**src/rtl/linear_pkg.sv**
```systemverilog
// Shared definitions for the linear row engine.
//   PRECISION_DEF / BIAS_PRECISION_DEF : default operand widths
//   acc_w()                            : full-precision result width
//   state_t                            : engine control states
package linear_pkg;

  localparam int unsigned PRECISION_DEF      = 5;
  localparam int unsigned BIAS_PRECISION_DEF = 32;

  // One guard bit above the wider of the bias and the worst-case dot product,
  // so bias + sum can never overflow.
  function automatic int unsigned acc_w(input int unsigned bias_prec,
                                        input int unsigned prec,
                                        input int unsigned n);
    int unsigned dot_w;
    dot_w = 2 * prec + $clog2(n);
    return ((bias_prec > dot_w) ? bias_prec : dot_w) + 1;
  endfunction

  typedef enum logic [1:0] {
    IDLE  = 2'd0,
    RUN   = 2'd1,
    DRAIN = 2'd2
  } state_t;

endpackage

```
**src/rtl/mac_adder_tree.sv**
```systemverilog
// Combinational balanced adder tree over N signed products.
//   products : N signed products, each 2*PRECISION bits
//   sum      : signed sum, 2*PRECISION + clog2(N) bits (cannot overflow)
module mac_adder_tree #(
  parameter  int unsigned N         = 5,
  parameter  int unsigned PRECISION = 5,
  localparam int unsigned SUM_W     = 2 * PRECISION + $clog2(N)
) (
  input  logic [N-1:0][2*PRECISION-1:0] products,
  output logic signed [SUM_W-1:0]       sum
);

  localparam int unsigned L = $clog2(N);
  localparam int unsigned P = 1 << L;

  // Level 0 holds the sign-extended leaves padded with zeros up to a power of
  // two; each further level halves the node count.
  for (genvar l = 0; l <= L; l++) begin : g_lvl
    localparam int unsigned CNT = P >> l;
    logic signed [SUM_W-1:0] v [CNT];
    for (genvar k = 0; k < CNT; k++) begin : g_node
      if (l == 0) begin : g_leaf
        if (k < N) begin : g_used
          assign v[k] = SUM_W'($signed(products[k]));
        end else begin : g_pad
          assign v[k] = '0;
        end
      end else begin : g_add
        assign v[k] = g_lvl[l-1].v[2*k] + g_lvl[l-1].v[2*k+1];
      end
    end
  end

  assign sum = g_lvl[L].v[0];

endmodule

```
**src/rtl/linear_row_engine.sv**
```systemverilog
// Linear layer row engine: y[m] = bias[m] + sum_i(w[m][i] * x[i]).
//   clk, rst         : clock, synchronous active-high reset
//   x_valid/x_ready  : activation vector handshake (taken only in IDLE)
//   x_data           : N signed activations
//   w_valid/w_ready  : weight row + bias handshake (w_ready feeds fetcher ce)
//   w_data, bias     : N signed weights and signed bias of the row
//   y_valid/y_ready  : result handshake
//   y_data           : signed full-precision result
//   y_idx, y_last    : row index of the result, high on row M-1
//   busy             : engine not IDLE
module linear_row_engine
  import linear_pkg::*;
#(
  parameter  int unsigned M              = 5,
  parameter  int unsigned N              = 5,
  parameter  int unsigned PRECISION      = PRECISION_DEF,
  parameter  int unsigned BIAS_PRECISION = BIAS_PRECISION_DEF,
  localparam int unsigned ACC_W          = acc_w(BIAS_PRECISION, PRECISION, N),
  localparam int unsigned SUM_W          = 2 * PRECISION + $clog2(N),
  localparam int unsigned IDX_W          = (M > 1) ? $clog2(M) : 1
) (
  input  logic                              clk,
  input  logic                              rst,
  input  logic                              x_valid,
  output logic                              x_ready,
  input  logic [N-1:0][PRECISION-1:0]       x_data,
  input  logic                              w_valid,
  output logic                              w_ready,
  input  logic [N-1:0][PRECISION-1:0]       w_data,
  input  logic signed [BIAS_PRECISION-1:0]  bias,
  output logic                              y_valid,
  input  logic                              y_ready,
  output logic signed [ACC_W-1:0]           y_data,
  output logic [IDX_W-1:0]                  y_idx,
  output logic                              y_last,
  output logic                              busy
);

  state_t                              state;
  logic [IDX_W-1:0]                    row_cnt;
  logic [N-1:0][PRECISION-1:0]         x_lat;

  logic                                s1_valid;
  logic [N-1:0][2*PRECISION-1:0]       s1_prod;
  logic signed [BIAS_PRECISION-1:0]    s1_bias;
  logic [IDX_W-1:0]                    s1_idx;

  logic                                s2_valid;
  logic signed [SUM_W-1:0]             s2_sum;
  logic signed [BIAS_PRECISION-1:0]    s2_bias;
  logic [IDX_W-1:0]                    s2_idx;

  logic [N-1:0][2*PRECISION-1:0]       prod_c;
  logic signed [SUM_W-1:0]             tree_sum;
  logic                                adv;
  logic                                accept;

  // Single global enable: a stalled output freezes every stage, so the input
  // must stop in the same cycle or a row would be lost.
  assign adv     = !y_valid || y_ready;
  assign w_ready = (state == RUN) && adv;
  assign accept  = w_valid && w_ready;
  assign x_ready = (state == IDLE);
  assign busy    = (state != IDLE);

  always_comb begin
    prod_c = '0;
    for (int unsigned i = 0; i < N; i++) begin
      prod_c[i] = (2*PRECISION)'($signed(w_data[i])) *
                  (2*PRECISION)'($signed(x_lat[i]));
    end
  end

  mac_adder_tree #(
    .N         (N),
    .PRECISION (PRECISION)
  ) u_tree (
    .products (s1_prod),
    .sum      (tree_sum)
  );

  always_ff @(posedge clk) begin
    if (rst) begin
      state    <= IDLE;
      row_cnt  <= '0;
      x_lat    <= '0;
      s1_valid <= 1'b0;
      s1_prod  <= '0;
      s1_bias  <= '0;
      s1_idx   <= '0;
      s2_valid <= 1'b0;
      s2_sum   <= '0;
      s2_bias  <= '0;
      s2_idx   <= '0;
      y_valid  <= 1'b0;
      y_data   <= '0;
      y_idx    <= '0;
      y_last   <= 1'b0;
    end else begin
      unique case (state)
        IDLE: begin
          if (x_valid) begin
            x_lat   <= x_data;
            row_cnt <= '0;
            state   <= RUN;
          end
        end
        RUN: begin
          if (accept) begin
            if (row_cnt == IDX_W'(M - 1)) begin
              row_cnt <= '0;
              state   <= DRAIN;
            end else begin
              row_cnt <= row_cnt + 1'b1;
            end
          end
        end
        DRAIN: begin
          if (y_valid && y_ready && y_last) state <= IDLE;
        end
        default: state <= IDLE;
      endcase

      if (adv) begin
        s1_valid <= accept;
        if (accept) begin
          s1_prod <= prod_c;
          s1_bias <= bias;
          s1_idx  <= row_cnt;
        end
        s2_valid <= s1_valid;
        if (s1_valid) begin
          s2_sum  <= tree_sum;
          s2_bias <= s1_bias;
          s2_idx  <= s1_idx;
        end
        y_valid <= s2_valid;
        if (s2_valid) begin
          y_data <= ACC_W'(s2_sum) + ACC_W'(s2_bias);
          y_idx  <= s2_idx;
          y_last <= (s2_idx == IDX_W'(M - 1));
        end
      end
    end
  end

endmodule

```
**config.mk**
```make
export PLATFORM = sky130hd
export DESIGN_NAME = linear_row_engine
export DESIGN_NICKNAME = d
export VERILOG_FILES = /design/src/rtl/linear_pkg.sv /design/src/rtl/mac_adder_tree.sv /design/src/rtl/linear_row_engine.sv
export SDC_FILE = /design/constraint.sdc
export NUM_CORES = 1
export LEC_CHECK = 0
export CAP_MARGIN = 30
export CORE_ASPECT_RATIO = 0.75
export CORE_MARGIN = 2
export CORE_UTILIZATION = 60
export CTS_CLUSTER_DIAMETER = 200
export DETAILED_ROUTE_END_ITERATION = 10
export PLACE_DENSITY = 0.83
export SYNTH_ARGS = -nofsm -noshare
export SYNTH_HDL_FRONTEND = slang
export SYNTH_HIERARCHICAL = 1
export SYNTH_SLANG_ARGS = --single-unit
```
**constraint.sdc**
```tcl
create_clock -name clk -period 5 [get_ports clk]
set_input_delay 1.25 -clock clk [delete_from_list [all_inputs] [get_ports clk]]
set_output_delay 1.25 -clock clk [all_outputs]
set_load 0.05 [all_outputs]
```
== Word level (Yosys, flattened, before mapping) ==
Cells that the tools add are included.
Operators by class
  add/sub/neg operators: 6
  $mul: 5
  equality and inequality tests: 8
  mux-type cells: 9
  reductions and logical operators: 15
Operator list (number)
  $mul A5 B5 Y10: 5
  $add A13 B32 Y33: 1
  $add A10 B10 Y11: 2
  $add A13 B10 Y13: 1
  $add A13 B13 Y13: 1
  $mux W3: 3
  $mux W2: 4
  $reduce_and A2 Y1: 4
  $eq A3 B3 Y1 const B: 2
  $ne A2 B2 Y1 const B: 3
  $pmux W2 S3: 1
  $pmux W3 S2: 1
  $logic_and A1 B1 Y1: 4
  $reduce_and A4 Y1: 1
  $reduce_bool A2 Y1: 2
  $add A3 B1 Y3 const B: 1
  $reduce_and A3 Y1: 1
  $eq A2 B1 Y1 const B: 1
  $eq A2 B2 Y1 const B: 1
  $logic_not A2 Y1: 1
  $ne A2 B1 Y1 const B: 1
  $logic_not A1 Y1: 1
  $logic_or A1 B1 Y1: 1
Storage, ports and cells
  flip-flop bits (word level): 203
  input port bits: 87
  word-level logic and storage cells: 66

== Depth between registers and ports, before layout ==
  depth after elaboration: 6
  depth in mapped cells: 16
  mapped depth without buffers: 16

== Hierarchy ==
Netlist, hierarchy kept.
Modules (own cells, without submodules)
  linear_row_engine: instances 1, cells an instance 1666, area each 13511.7 µm², seq. area each 4063.9 µm²
  mac_adder_tree: instances 1, cells an instance 177, area each 1467.7 µm², seq. area each 0.0 µm²

== Least setup slack after synthesis ==
Ideal clock, no wire load.
  path kind: input port to flip-flop
  start point: input port w_data[5] in the netlist's numbering
  end point: register s1_prod[19] in the netlist's numbering
  setup time: 0.086 ns
  data arrival time: 4.314 ns
  data required time: 4.914 ns
  path slack: 0.601 ns
  cell stages on the path: 14
  cells stage by stage: nand2b_1 > fa_1 > fa_1 > inv_1 > fa_1 > inv_1 > fa_1 > nor2b_1 > o21ai_0 > nand2b_1 > a21o_1 > a21oi_1 > xnor2_1 > a211oi_1
On the way
  longest elaborated chain between the ends: 1
Ends and longest elaborated chain
  start: declaration: RTL line linear_row_engine.sv:29  | input logic [N-1:0][PRECISION-1:0] w_data,
  $mul A5 B5 Y10: RTL line linear_row_engine.sv:69  | prod_c[i] = (2*PRECISION)'($signed(w_data[i])) *
  end signal: assignment: RTL line linear_row_engine.sv:127  | s1_prod <= prod_c;
  end: declaration: RTL line linear_row_engine.sv:44  | logic [N-1:0][2*PRECISION-1:0] s1_prod;
No other way between the ends.
A chain may end at the register's enable or synchronous reset.

== Worst setup path in the final report ==
  start point: input port w_data[2] in the netlist's numbering
  end point: register s1_prod[9] in the netlist's numbering
The elaborated chain is that of the path after synthesis.

==> results by group <==
Logic synthesis
  – Post-synth EDFFs: 0
  – Post-Synth Simple-Gate Area: between 10% and 20%
  – Flops & latches, synth: around 200
  – Sequential area share after synthesis: 27.1%
  – Syn Area/Cell: 8.13 sq um
  – Main combinational cell family by area after synthesis: adder cells
  – Compound-gate portion of the synthesized area: roughly 16%
  – Most used flip-flop cell after synthesis: dfxtp_1
  – Share of synthesized registers carrying an async set or reset: 0%
  – Synth Area in XOR/XNOR: 4.09%
  – Cell count after synthesis: 1843
  – Unique cell type count in the Yosys netlist: 70
  – Synth warn: 6
  – Mapped cell area: roughly 15000 sq um
  – Syn_nets: 2170
  – Multiplexer area fraction after synthesis: less than 1%
  – Post-Synth Adder-Cell Area: 26.0%

Setup path
  – Slowest-stage cell, CP: fa_1
  – Critical Path AT: 5.05 ns
  – Critical path type: primary input to flop
  – Cells along the critical path: clkdlybuf4s50_1 > and2_1 > fa_1 > inv_1 > fa_1 > fa_1 > inv_1 > ha_1 > nor2b_1 > o21ai_0 > nand2b_1 > a21o_1 > a21oi_1 > xnor2_1 > a211oi_1
  – Critical Path Sink Type: flop
  – Startpoint types: primary input
  – Slowest stage delay, CP: 0.55 ns
  – Worst-path fanout max: 5
  – Cell mode on critical path: fa_1
  – CP required: 5.42 ns
  – Worst reg2reg path depth: 14

Worst hold path
  – Worst Hold Class: flop to flop
  – Cells on Worst Hold Path: 2

STA
  – Final Skew: 0.00975 ns
  – Final hold violations: 0
  – Slew Limit Fails: 0
  – Slew headroom: 38.4%
  – Post-route clock period utilization: about 92%
  – Post-route minimum period: around 4.6 ns
  – Slew of the pin with the lowest slew margin: 0.923 ns
  – Post-Route Setup TNS: 0 ns
  – # setup viols final: 0
  – RSZ-0062 raised after global routing: false
  – Fmax: 216 MHz

Final layout
  – Area of the multi-input gates: 9670 sq um
  – # diodes: 0
  – Commonest cells after routing, fill and taps aside: nand2_1, inv_1, a21oi_1
  – Most common cell after layout, fill and taps aside: nand2_1
  – Register Area: slightly above 4000 sq um
  – P&R area growth vs syn: 16.0%
  – Fill cell count: slightly below 2000
  – Nets: 2274
  – Layout cells sized above 1: 4.59%
  – Non-filler cells, final: between 2000 and 2500

Route
  – Iter 0 DRT Violations: 837
  – Total number of vias: 12600
  – Final WL: 34900 microns
  – DRC Markers: 0
  – DRT Pass-1 Iters: 5
  – Final ANT Viol Nets: 0
  – WL/cell: 15.2 microns
  – Avg Vias per Cell: ~5.5

Placement
  – Placed cells: between 2000 and 2500
  – GP Congestion: around 0.9
  – Post-DP HPWL: 26400 microns
  – Port buffer count: between 100 and 150

Power
  – Power per standard cell area: 269 nW/um^2
  – Switching share of total power: 30.7%
  – Seq pwr share: a little under two fifths
  – Clock group share of total power: a little under two fifths
  – NetSw: 1.43 mW
  – Leakage: 7.37 nW
  – Pint: roughly 3.2 mW
  – Maximum ir drop on the vdd rail: 261 uV
  – Logic pwr share: 24.6%

Floorplan
  – Die footprint: 26300 sq um
  – Num ports: 128
  – Row count: 50
  – Core ar.: 24700 sq um
  – DIE HEIGHT: 141 microns
  – Die Wd: approximately 190 microns
  – Initial cell density of the core: around three fifths

CTS
  – CTS Sinks: 203
  – Post-CTS Hold Fix Bufs: 0
  – Post-CTS sizing: 0
  – Clk Latency, worst-skew pair: 0.51 ns
  – Number of post-CTS setup repair buffers: 0
  – Clock slew at reported path FFs: 0.07 ns
  – CTS buffer count: 22
  – CTS tree: yes
  – Htree depth: 1
  – Longest Clk Path Bufs: 3
  – Root Driver: clkbuf_16

Global routing
  – Largest net degree at the start of global routing: 86
  – Global route total overflow: 0
  – Vias in the first global route: around 12000
  – GRT Total Usage: 26.8%
  – First-pass GRT wire length: 59000 microns
  – Initial antenna violation count: 0

Status
  – Status: finished, final reports clean

Run
  – Max Cap Viol: 0
## power groups by stage
stage	clock (mW)	sequential [mW]	combinational [mW]
after detailed placement	0	1.78	1.14
after floorplan	0	1.77	0.817
after global placement	0	1.78	1.09
after global routing	1.86	1.76	1.30
after CTS	1.80	1.75	1.15
final	1.77	1.75	1.15
## through the flow
| stage | utilization [%] | hold WS [ns] | worst slack [ns] | area [sq um] | total power, mW |
|---|---|---|---|---|---|
| 3_3_place_gp | 67.0 | 0.437 | 0.0395 | 16600 | 2.87 |
| 6_report | 70.3 | 0.453 | 0.378 | 17400 | 4.67 |
| 3_5_place_dp | 67.1 | 0.446 | -0.0932 | 16600 | 2.92 |
| 2_1_floorplan | - | 0.432 | 0.601 | 15000 | 2.59 |
| 4_1_cts | 70.3 | 0.454 | 0.380 | 17400 | 4.70 |
| 5_1_grt | 70.3 | 0.465 | 0.208 | 17400 | 4.93 |
## sequential cells by signal, indices dropped and copies added (netlist names)
signal and count:
y_idx 3, x_lat 25, s1_bias 32, s1_prod 50
s2_sum 13, s2_idx 3, y_data 33, s2_bias 32
state 2, s2_valid 1, s1_idx 3, s1_valid 1
row_cnt 3, y_valid 1, y_last 1
## cells by family (layout without fill, tap and decap cells)
logic type	Yosys count	in the layout
xor+xnor	70	70
simple gates	625	625
compound gates	386	386
fa+ha+maj	240	240
buf+inv	318	437
mux	1	1
flops	203	203
## cells in the mapped netlist (all sizes together), types with 4 or more instances
cell     count  area [sq um]
nand2      363          1360
inv        242           908
a21oi      237          1190
dfxtp      203          4060
ha         122          1530
fa         118          2360
and2        86           541
clkbuf      64           243
xnor2       56           490
nor2        55           206
o21ai       36           191
nand3       30           155
a21o        29           219
nor3        21           105
a211oi      16           125
nor2b       16           100
nand2b      15          93.8
o21bai      14           105
xor2        14           123
and3        11          75.1
buf         11          86.3
nand4       11          68.8
o21a         8          60.1
a211o        6          61.3
a31oi        6          37.5
nand3b       5          37.5
nor4         5          31.3
a2111oi      4          60.1
o211ai       4          30.0
or3          4          25.0
## per-layer routing
metal	track usage, %	wire (microns)
met5	0	0
met3	3.71	2000
met1	37.0	16200
met2	45.6	16100
met4	5.05	561
## worst paths after layout
check	from	to	slack, ns
setup / recovery	w_data[2]	s1_prod[9]	0.38
hold / removal	y_data[8]	y_data[8]	0.45
setup reg to reg	s1_prod[1]	s2_sum[9]	0.68
hold reg to reg	y_data[8]	y_data[8]	0.45
## layout make-up
cell class	instances	share of cell area, %
inverter	242	5.23
sequential	203	23.4
timing repair buffer	156	8.77
tap	338	2.43
multi-input combinational	1322	55.7
clock buffer	26	3.49
clock inverter	13	0.987
## critical path: cells and delay by family
| kind | cells | cell delay, ns |
|---|---|---|
| fa+ha+maj | 4 | 1.86 |
| compound gates | 4 | 0.79 |
| buf+inv | 3 | 0.56 |
| simple gates | 3 | 0.47 |
| xor+xnor | 1 | 0.11 |
(Power assumes the default switching activity.)
